[src/rtl/operand_entry.sv]
// Keypad operand capture: debounced key events build two decimal operands A and B, which are
// then offered to the multiplier over valid/ready. Optional echo ports: OPERAND_ENTRY_ECHO_EN.
module operand_entry #(
  parameter int unsigned W          = 8,
  parameter int unsigned MAX_DIGITS = 3,
  localparam int unsigned CntW      = $clog2(MAX_DIGITS + 1)
) (
  input  logic            clk,
  input  logic            n_reset,
  input  logic [3:0]      key_code,
  input  logic            data_available,
  input  logic            key_valid,
  input  logic            op_ready,
  output logic [W-1:0]    op_a,
  output logic [W-1:0]    op_b,
  output logic            op_valid,
  output logic            entering_b,
  output logic            err,
`ifdef OPERAND_ENTRY_ECHO_EN
  output logic [3:0]      last_key,
  output logic [0:0]      key_strobe,
`endif
  output logic [CntW-1:0] digit_cnt
);

  localparam int unsigned     ExtW    = W + 4;
  localparam logic [ExtW-1:0] MaxVal  = {4'b0000, {W{1'b1}}};
  localparam logic [CntW-1:0] CntFull = CntW'(MAX_DIGITS);

  localparam logic [3:0] KeyEnter = 4'hA;
  localparam logic [3:0] KeyClear = 4'hC;
  localparam logic [3:0] KeyAbort = 4'hD;

  typedef enum logic [1:0] {
    StEnterA  = 2'd0,
    StEnterB  = 2'd1,
    StWaitAck = 2'd2
  } state_e;

  state_e          state_q, state_d;
  logic [W-1:0]    op_a_q, op_a_d;
  logic [W-1:0]    op_b_q, op_b_d;
  logic            op_valid_q, op_valid_d;
  logic            err_q, err_d;
  logic [CntW-1:0] digit_cnt_q, digit_cnt_d;
  logic            da_q;

  logic            key_event;
  logic            ev_digit, ev_enter, ev_clear, ev_abort;
  logic            in_entry;
  logic            enter_ok;
  logic            handshake;
  logic [W-1:0]    acc;
  logic [ExtW-1:0] acc_next;

  // Rising edge of the debouncer flag, qualified by a key being physically down.
  assign key_event = data_available & ~da_q & key_valid;

  assign ev_digit  = key_event && (key_code <= 4'd9);
  assign ev_enter  = key_event && (key_code == KeyEnter);
  assign ev_clear  = key_event && (key_code == KeyClear);
  assign ev_abort  = key_event && (key_code == KeyAbort);

  assign in_entry  = (state_q == StEnterA) || (state_q == StEnterB);
  assign enter_ok  = ev_enter && in_entry && (digit_cnt_q != '0);
  assign handshake = (state_q == StWaitAck) && op_valid_q && op_ready;

  // The operand currently being typed.
  assign acc       = (state_q == StEnterB) ? op_b_q : op_a_q;
  assign acc_next  = ({4'b0000, acc} * ExtW'(10)) + ExtW'(key_code);

  // ---------------------------------------------------------------------------
  // State register
  // ---------------------------------------------------------------------------
  always_ff @(posedge clk or negedge n_reset) begin
    if (!n_reset) begin
      state_q <= StEnterA;
    end else begin
      state_q <= state_d;
    end
  end

  // ---------------------------------------------------------------------------
  // Next-state logic
  // ---------------------------------------------------------------------------
  always_comb begin
    state_d = state_q;
    unique case (state_q)
      StEnterA:  if (enter_ok)  state_d = StEnterB;
      StEnterB:  if (enter_ok)  state_d = StWaitAck;
      StWaitAck: if (handshake) state_d = StEnterA;
      default:                  state_d = StEnterA;
    endcase
    // Abort overrides everything, including a same-edge handshake.
    if (ev_abort) begin
      state_d = StEnterA;
    end
  end

  // ---------------------------------------------------------------------------
  // Datapath next-state
  // ---------------------------------------------------------------------------
  always_comb begin
    op_a_d      = op_a_q;
    op_b_d      = op_b_q;
    op_valid_d  = op_valid_q;
    err_d       = err_q;
    digit_cnt_d = digit_cnt_q;

    if (ev_abort) begin
      op_a_d      = '0;
      op_b_d      = '0;
      op_valid_d  = 1'b0;
      err_d       = 1'b0;
      digit_cnt_d = '0;
    end else if (state_q == StWaitAck) begin
      if (handshake) begin
        op_a_d      = '0;
        op_b_d      = '0;
        op_valid_d  = 1'b0;
        digit_cnt_d = '0;
      end
    end else if (ev_digit) begin
      if (digit_cnt_q == CntFull) begin
        // Digit budget exhausted: silently dropped.
      end else if (acc_next > MaxVal) begin
        err_d = 1'b1;
      end else begin
        if (state_q == StEnterB) begin
          op_b_d = acc_next[W-1:0];
        end else begin
          op_a_d = acc_next[W-1:0];
        end
        digit_cnt_d = digit_cnt_q + CntW'(1);
      end
    end else if (ev_enter) begin
      if (enter_ok) begin
        digit_cnt_d = '0;
        err_d       = 1'b0;
        if (state_q == StEnterB) begin
          op_valid_d = 1'b1;
        end
      end else begin
        err_d = 1'b1;
      end
    end else if (ev_clear) begin
      if (state_q == StEnterB) begin
        op_b_d = '0;
      end else begin
        op_a_d = '0;
      end
      digit_cnt_d = '0;
      err_d       = 1'b0;
    end
  end

  always_ff @(posedge clk or negedge n_reset) begin
    if (!n_reset) begin
      op_a_q      <= '0;
      op_b_q      <= '0;
      op_valid_q  <= 1'b0;
      err_q       <= 1'b0;
      digit_cnt_q <= '0;
      da_q        <= 1'b0;
    end else begin
      op_a_q      <= op_a_d;
      op_b_q      <= op_b_d;
      op_valid_q  <= op_valid_d;
      err_q       <= err_d;
      digit_cnt_q <= digit_cnt_d;
      da_q        <= data_available;
    end
  end

`ifdef OPERAND_ENTRY_ECHO_EN
  logic [3:0] last_key_q, last_key_d;
  logic       key_strobe_q, key_strobe_d;

  always_comb begin
    last_key_d   = last_key_q;
    key_strobe_d = key_event;
    if (key_event) begin
      last_key_d = key_code;
    end
  end

  always_ff @(posedge clk or negedge n_reset) begin
    if (!n_reset) begin
      last_key_q   <= 4'h0;
      key_strobe_q <= 1'b0;
    end else begin
      last_key_q   <= last_key_d;
      key_strobe_q <= key_strobe_d;
    end
  end

  assign last_key   = last_key_q;
  assign key_strobe = key_strobe_q;
`endif

  // ---------------------------------------------------------------------------
  // Outputs
  // ---------------------------------------------------------------------------
  always_comb begin
    op_a       = op_a_q;
    op_b       = op_b_q;
    op_valid   = op_valid_q;
    err        = err_q;
    digit_cnt  = digit_cnt_q;
    entering_b = (state_q == StEnterB);
  end

endmodule

[config.mk]
export PLATFORM = sky130hd
export DESIGN_NAME = operand_entry
export DESIGN_NICKNAME = d
export VERILOG_FILES = /design/src/rtl/operand_entry.sv
export SDC_FILE = /design/constraint.sdc
export NUM_CORES = 1
export LEC_CHECK = 0
export CORE_MARGIN = 8
export CORE_UTILIZATION = 35
export DETAILED_ROUTE_END_ITERATION = 8
export PLACE_DENSITY_LB_ADDON = 0.3
export SLEW_MARGIN = 5
export SYNTH_ARGS = -nofsm -noshare
export SYNTH_HDL_FRONTEND = slang
export SYNTH_SLANG_ARGS = --single-unit
[constraint.sdc]
create_clock -name clk -period 4.95 [get_ports clk]
set_clock_uncertainty 0.2 [all_clocks]
set_input_delay 0.7425 -clock clk [delete_from_list [all_inputs] [get_ports clk]]
set_output_delay 0.7425 -clock clk [all_outputs]
set_load 0.005 [all_outputs]
==> impl_metrics.yaml <==
clocking:
  clk_path_buf_depth: 2
  clk_latency_ps: 270
  h-tree-depth: 1
  cts_made_buffers: 3
  post_cts_buffers: 0
  cts_root_buf: "clkbuf_8"
  cts_tree: "built"
  post_cts_resized: 0
  cts_sinks: 23
  path_clk_slew_ps: 90
  cts_hold_buffers: 0
critical_path:
  cp_top_family: "simple AND/OR/NAND/NOR gates"
  path_cells: "nand2b_1 -> mux2_2 -> ha_1 -> ha_1 -> inv_1 -> fa_1 -> xnor2_1 -> nand3b_1 -> nor4_1 -> nand3_1 -> a211oi_4 -> and3_1 -> a22o_1"
  cp.required_ps: 4960
  crit_fanout: 11
  reg2reg_from: "state_q[1]"
  crit_buf_inv: 1
  cp_slowest_cell: "nand2b_1"
  cpPeakStageDelay_ps: 470
  r2r_end: "op_b[5]"
  cp_common_cell: "ha_1"
  cp-end-kind: "register"
  critical_path.startpoint: "state_q[1]"
  critPathKind: "register to register"
  start_kind: "register"
  r2r_slack_ps: 640
  reg2reg_depth: 13
  cp.arrival_ps: 4330
global_route:
  grt_pass1_wl_um: 6780
  grt_max_degree: 24
  grt_pass1_vias: 1399
  antenna_found_initial: 0
  grt_usage_pct: 11.3
  gr-total-overflow: 0
sta:
  fin_crit_ps: 4310
  hold_viol_final: 0
  fin_crit_sh_pct: 87.1
  maxSlewHeadroom_pct: 31.6
  worst_pin_slew_ps: 1020
  final.setup.tns_ps: 0
  fmax_mhz: 232
  drv_slew: 0
  setup_violations: 0
  rsz0062_at_grt: "false"
layout:
  nets: 235
  insertedDiodeCount: 0
  drive_gt1_share_pct: 8.74
  syn_to_final_growth_pct: 23.5
  fill_cells: 456
  final_cell_mix: "clkdlybuf4s50_1, dfrtp_1, ha_1"
  final_common_cell: "clkdlybuf4s50_1"
  final_cells: 260
floorplan:
  die_h_um: 85.3
  rows: 25
  start_util_pct: 35.8
  dieArea_sq_um: 7270
  num_io_pins: 30
  core-area_sq_um: 4690
  die_w_um: 85.3
routing:
  vias: 1392
  wl_um: 4000
  drc: 0
  drt_pre_antenna_iters: 4
  drt_iter0_drc: 61
  ant_nets: 0
  vias_per_cell: 5.35
  wl_per_cell_um: 15.4
place:
  hpwl_um: 3210
  dpl.cell_count: 256
  place_congestion: 0.769
  portBuffers: 29
yosys:
  synth-seq-cells: 23
  syn-cell-area_sq_um: 1680
  yosys.area.top_type: "dfrtp_1"
  yosysUniqueCellTypes: 34
  synth-seq-area-share_pct: 34.3
  synth_warnings: 0
  yosysTopAreaCellShare_pct: 34.3
  synth_nets: 203
  syn-instance-count: 175
  ys_top_cells_by_area: "dfrtp_1, ha_1, a22o_1"
  postSynthAreaPerCell_sq_um: 9.60
pwr:
  power.density_nw_per_um2: 208
  ir_worst_vdd_mv: 0.117
  p_leak_nw: 1.00
worst_hold_path:
  worst_hold_path_type: "register to register"
  hp-start: "op_a[0]"
  whs_endpoint: "op_a[0]"
  hold_path_depth: 1
run:
  max_cap_viol_count: 0
status:
  run_status: "complete, no violations"
==> sequential cells by signal, indices dropped and copies added (netlist names) <==
name / cells
op_a: 8
digit_cnt: 2
op_valid: 1
op_b: 8
err: 1
da_q: 1
state_q: 2
==> logic make-up after synthesis <==
group           Yosys count  synth area share [%]
mux                      11                  7.15
buf+inv                  17                  4.02
flops                    23                  34.3
xor+xnor                  8                  4.17
simple gates             50                  15.4
fa+ha+maj                19                  15.0
compound gates           47                  20.0
==> worst max-delay path by stage <==
| stage | to | slack (ps) | cells after the start |
|---|---|---|---|
| after floorplan | op_b[6] | 1040 | 15 |
| after global routing | op_b[4] | 330 | 13 |
| after detailed placement | op_b[5] | 610 | 13 |
| after CTS | op_b[5] | 620 | 13 |
| after global placement | op_b[2] | 770 | 13 |
| final | op_b[5] | 640 | 13 |
==> Yosys cell counts <==
master	n
a2111oi_0	1
a211oi_1	1
a211oi_4	1
a21boi_0	1
a21o_1	3
a21oi_1	13
a22o_1	16
a31oi_1	1
and2_1	2
and3_1	5
buf_4	1
clkbuf_1	1
dfrtp_1	23
fa_1	2
ha_1	17
inv_1	15
mux2_2	8
mux2i_1	3
nand2_1	6
nand2b_1	5
nand3_1	7
nand3b_1	1
nand4b_1	1
nor2_1	14
nor3_1	4
nor3b_1	1
nor4_1	1
o21ai_0	6
o21ai_1	2
o21ai_2	2
or2_2	2
or4_4	1
xnor2_1	5
xor2_1	3
==> area by class of cell <==
class	count	area, sq um	share of cell area (%)
repair buffers	29	290	14.0
clock buffers	3	41.3	1.99
flip-flops and latches	23	576	27.7
well taps	54	67.6	3.25
multi-input cells	135	1040	50.0
inverters	15	56.3	2.71
clock inverters	1	7.51	0.362
==> metal layers <==
layer / share of wire (%) / global-route usage, % / vias to the layer above
li1: - / - / 690
met1: 48 / 15.0 / 661
met2: 46 / 18.3 / 35
met3: 4.2 / 1.83 / 6
met4: 1.5 / 3.82 / 0
met5: 0 / 0 / -
==> power breakdown <==
part | total (mW) | switching (mW) | internal, mW
clock | 0.123 | 0.0657 | 0.0571
sequential | 0.212 | 0.0127 | 0.199
combinational | 0.0968 | 0.0481 | 0.0487
total | 0.431 | 0.126 | 0.305
==> stage by stage <==
step	hold WS (ps)	setup slack [ps]	total power [mW]	utilization [%]	instance area, sq um
2_1_floorplan	247	1040	0.269	-	1680
3_3_place_gp	314	766	0.314	43.2	2030
5_1_grt	363	335	0.455	44.2	2080
3_5_place_dp	318	612	0.314	43.2	2030
4_1_cts	344	618	0.434	44.2	2080
6_report	336	636	0.431	44.2	2080
Note: power is estimated with default switching activity, not from simulation.
==> variant 1, RTL diff (config.mk and constraints unchanged) <==
`MAX_DIGITS`: 3 -> 6.
--- a/src/rtl/operand_entry.sv
+++ b/src/rtl/operand_entry.sv
@@ -2,7 +2,7 @@
 // then offered to the multiplier over valid/ready. Optional echo ports: OPERAND_ENTRY_ECHO_EN.
 module operand_entry #(
   parameter int unsigned W          = 8,
-  parameter int unsigned MAX_DIGITS = 3,
+  parameter int unsigned MAX_DIGITS = 6,
   localparam int unsigned CntW      = $clog2(MAX_DIGITS + 1)
 ) (
   input  logic            clk,
Interface: changed (resized digit_cnt); port bits go from 30 to 31. The function was not compared with the original's and may differ.
==> variant 1 against the unedited design <==
Total power rose by 31%. Wire length rose by 8.7%. Sequential share of layout area fell by 1.4 points. Setup slack improved by 0.035 ns. Sequential power rose by 8%. Synthesized area rose by 9.3%. Largest cell class unchanged. Sequential cell count rose by 1. Cell area rose by 9.9%. Count of clock-buffer cells in the layout did not move.
==> variant 1: results (changes against the unedited design) <==
- Crit-path max cell delay: 0.43 ns (was 0.47 ns)
- Final hold slack: 0.324 ns (was 0.336 ns)
- Top Metal Used: met4 (unchanged)
- Sequential share of the synthesized area: 0.327 (was 0.343)
- Internal Power: 0.399 mW (was 0.305 mW)
- Routability cong.: 0.834 (was 0.769)
- Flop2flop setup slack: 0.67 ns (was 0.64 ns)
- Nets: 261 (was 235)
- GRT met2 Usage: 0.181 (was 0.183)
- Largest net degree at the start of global routing: 25 (was 24)
- HPWL Detailed: 3.54 mm (was 3.21 mm)
- IO buf count: 30 (was 29)
- Hold WC Path Type: flip-flop to flip-flop (unchanged)
- CTS root buf: clkbuf_8 (unchanged)
- Net count after synthesis: 229 (was 203)
- Worst vdd rail ir drop: 0.160 mV (was 0.117 mV)
- Met2 routed WL: 1.96 mm (was 1.83 mm)
- Unique masters post-synth: 49 (was 34)
- Detailed Routing Iterations Pass 1: 6 (was 4)
- Antenna violations before repair: 0 (unchanged)
- Met3 Use GR: 0.0353 (was 0.0183)
- Area contributors post-synth: dfrtp_1 33%, ha_1 12%, nand2_1 6.3% (was dfrtp_1 34%, ha_1 13%, a22o_1 8.3%)
- Vias in the first global route: 1,455 (was 1,399)
- 1st-iter DRT viols: 70 (was 61)
- Post-cts resize count: 0 (unchanged)
- Status: finished clean (unchanged)
- Wire length of the first global-routing pass: 7.07 mm (was 6.78 mm)
- Comb power: 0.164 mW (was 0.0968 mW)
- Met3 Wirelength: 323 um (was 169 um)
- Post-CTS Setup Bufs: 0 (unchanged)
- Sequential cell fraction of total power: 0.405 (was 0.491)
- Worst Path Arrival: 4.24 ns (was 4.33 ns)
- Slew HR: 0.247 (was 0.316)
- GRT Total Usage: 0.115 (was 0.113)
- Slowest CP cell: dfrtp_1 (was nand2b_1)
- Layout cells sized above 1: 0.0563 (was 0.0874)
- Num CTS Buffers: 3 (unchanged)
- Post-synth top cells: 31 x nand2_1, 24 x dfrtp_1, 18 x ha_1 (was 23 x dfrtp_1, 17 x ha_1, 16 x a22o_1)
- Top delay family on crit path: simple AND/OR/NAND/NOR gates (unchanged)
- Worst-skew pair later-pin latency: 0.27 ns (about the same)
- Clk slew on worst S/H paths: 0.09 ns (about the same)
- Via/cell ratio: 5.19 (was 5.35)
- Ant diodes: 0 (unchanged)
- Met1 usage: 0.152 (was 0.150)
- H-tree depth: 1 (unchanged)
- Worst Path Max Fanout: 12 (was 11)
- Leak pwr: 1.08 nW (was 1.00 nW)
- YS warnings: 0 (unchanged)
- Wire length per cell: 14.4 um (was 15.4 um)
- Wl on met1: 2.05 mm (was 1.94 mm)
- Clk buf depth: 2 (unchanged)
- Synth async-reset ratio: 1.00 (unchanged)
## variant 1: through the flow
step	utilization	cells	cell area (um2)	setup slack (ns)	total power [mW]
3_3_place_gp	0.435	297	2210	0.746	0.399
2_1_floorplan	-	200	1840	0.956	0.330
5_1_grt	0.449	301	2280	0.297	0.601
6_report	0.449	301	2280	0.671	0.566
4_1_cts	0.449	301	2280	0.644	0.570
3_5_place_dp	0.435	297	2210	0.674	0.398
## variant 1: cell families after synthesis
group,share of synthesized area
and+or+nand+nor,0.230
AOI/OAI and AO/OA,0.200
DFF,0.327
buffers and inverters,0.0409
xor gates and xnor gates,0.0470
adders and majority gates,0.144
muxes,0.0116
## variant 1: worst register-to-register path: stages (launching register included)
cell and delay, ns:
dfrtp_1 0.43, nand2b_1 0.40, inv_2 0.15, nand2_1 0.10
nand2_1 0.10, ha_1 0.30, ha_1 0.18, inv_1 0.06
fa_1 0.43, xnor2_2 0.22, nand3b_1 0.13, or3b_1 0.37
o41a_1 0.35, nor3_2 0.15, buf_4 0.21, o21ai_4 0.13
a22o_1 0.26
## variant 1: layout make-up
| cell class | instances | area, um2 |
|---|---|---|
| multi-input cells | 158 | 1160 |
| clock inverters | 1 | 30.0 |
| clock buffers | 3 | 41.3 |
| repair buffers | 31 | 308 |
| fillers | 543 | 2790 |
| flip-flops and latches | 24 | 601 |
| inverters | 14 | 52.6 |
| well taps | 70 | 87.6 |
## variant 1: worst paths after layout
check                           start      end  cells after the start
hold reg to reg                   err      err                      1
max in group asynchronous     n_reset  op_b[0]                      1
setup reg to reg           state_q[1]  op_b[3]                     16
setup / recovery           state_q[1]  op_b[3]                     16
hold / removal                    err      err                      1
min in group asynchronous     n_reset  op_b[5]                      1
==> variant 2, RTL diff (same settings) <==
Made on the original files. Re-encode `state_e` (3 states) as one-hot, 3 bits wide.
--- a/src/rtl/operand_entry.sv
+++ b/src/rtl/operand_entry.sv
@@ -31,10 +31,10 @@
   localparam logic [3:0] KeyClear = 4'hC;
   localparam logic [3:0] KeyAbort = 4'hD;
 
-  typedef enum logic [1:0] {
-    StEnterA  = 2'd0,
-    StEnterB  = 2'd1,
-    StWaitAck = 2'd2
+  typedef enum logic [2:0] {
+    StEnterA  = 3'b001,
+    StEnterB  = 3'b010,
+    StWaitAck = 3'b100
   } state_e;
 
   state_e          state_q, state_d;
Check against the original RTL: same outputs for any inputs over 4 cycles, from zero or initial values and one cycle with n_reset low; so few cycles prove little.
==> variant 2 against the unedited design <==
Setup slack worse by 0.0071 ns. Maximum frequency is 0.16% lower. Sequential share of layout area shrank 0.58 points. Wire length increased by 8.3%. Combinational power up 14%. Cell area grew 6.8%. Synthesized area increased by 6.3%. Total power grew 8.8%. Sequential cell count grew 1. Utilization is essentially flat. Critical endpoint is now op_b[6]. Largest cell class unchanged.
==> variant 2: results (changes against the unedited design) <==
- Detailed Routing Iterations Pass 1: 5 (was 4)
- XOR/XNOR share of the synthesized area: 0.0392 (was 0.0417)
- Post-synth top cells: 23 x dfrtp_1, 17 x a22o_1, 17 x ha_1 (was 23 x dfrtp_1, 17 x ha_1, 16 x a22o_1)
- Repair and plain buffers: 30 (was 29)
- Worst vdd rail ir drop: 0.0852 mV (was 0.117 mV)
- Multiplexer share of the synthesized area: 0.0700 (was 0.0715)
- Storage cell area: 602 um2 (was 576 um2)
- Worst Path Max Fanout: 9 (was 11)
- Vias in the first global route: 1,457 (was 1,399)
- Final hold slack: 0.253 ns (was 0.336 ns)
- Layout filler cell count: 505 (was 456)
- Net count after synthesis: 200 (was 203)
- 1st-iter DRT viols: 77 (was 61)
- Signal inverters: 12 (was 15)
- Cell Count, Final, Fillers Out: 275 (was 260)
- Clock-cell share: 0.0248 (was 0.0235)
- Unique masters post-synth: 49 (was 34)
- Placed Area: 2170 um2 (was 2030 um2)
- Routability cong.: 0.794 (was 0.769)
- Pwr/cell area: 212 nW/um2 (was 208 nW/um2)
- Post-Syn Instances: 172 (was 175)
- Via count: 1,437 (was 1,392)
- Hold WC Path Type: input pin to asynchronous set/reset pin (was flip-flop to flip-flop)
- Layout cells sized above 1: 0.166 (was 0.0874)
- Yosys reg bits: 24 (was 23)
- Layout area overhead: 24.1% (was 23.5%)
- Crit-path max cell delay: 0.63 ns (was 0.47 ns)
- Nets: 234 (was 235)
- Dpl cells: 271 (was 256)
- Synth Area in Compound Gates: 0.195 (was 0.200)
- Wire length of the first global-routing pass: 7.09 mm (was 6.78 mm)
- Pre-CTS setup slack: 0.669 ns (was 0.612 ns)
- Area contributors post-synth: dfrtp_1 32%, ha_1 12%, a22o_1 8.3% (was dfrtp_1 34%, ha_1 13%, a22o_1 8.3%)
- Post-Synth Adder-Cell Area: 0.141 (was 0.150)
- Status: finished clean (unchanged)
- CLK BUF: 4 (was 3)
- Sw Pwr: 0.134 mW (was 0.126 mW)
- Wire length per cell: 15.8 um (was 15.4 um)
- Leak pwr: 0.987 nW (was 1.00 nW)
==> variant 2: changes by cell type after synthesis, moves of 3 or more <==
| cell | change |
|---|---|
| nor2_1 | -4 |
| inv_1 | -3 |
| and3_1 | -4 |
| nand2b_1 | -4 |
| o21ai_0 | -3 |
| nand2_1 | +6 |
==> variant 2: layer usage <==
metal / global-route usage / up-vias / share of wire
li1: - / 697 / -
met1: 0.157 / 697 / 0.49
met2: 0.185 / 38 / 0.43
met3: 0.0189 / 5 / 0.059
met4: 0.0516 / 0 / 0.014
met5: 0 / - / 0
==> variant 2: path summary, 6_finish.rpt <==
check                                start      end
worst max register to register  state_q[1]  op_b[6]
max in group asynchronous          n_reset  op_b[0]
worst min register to register     op_b[3]  op_b[3]
min in group clk                   op_b[3]  op_b[3]
worst min-delay path               n_reset  op_b[7]
worst max-delay path            state_q[1]  op_b[6]
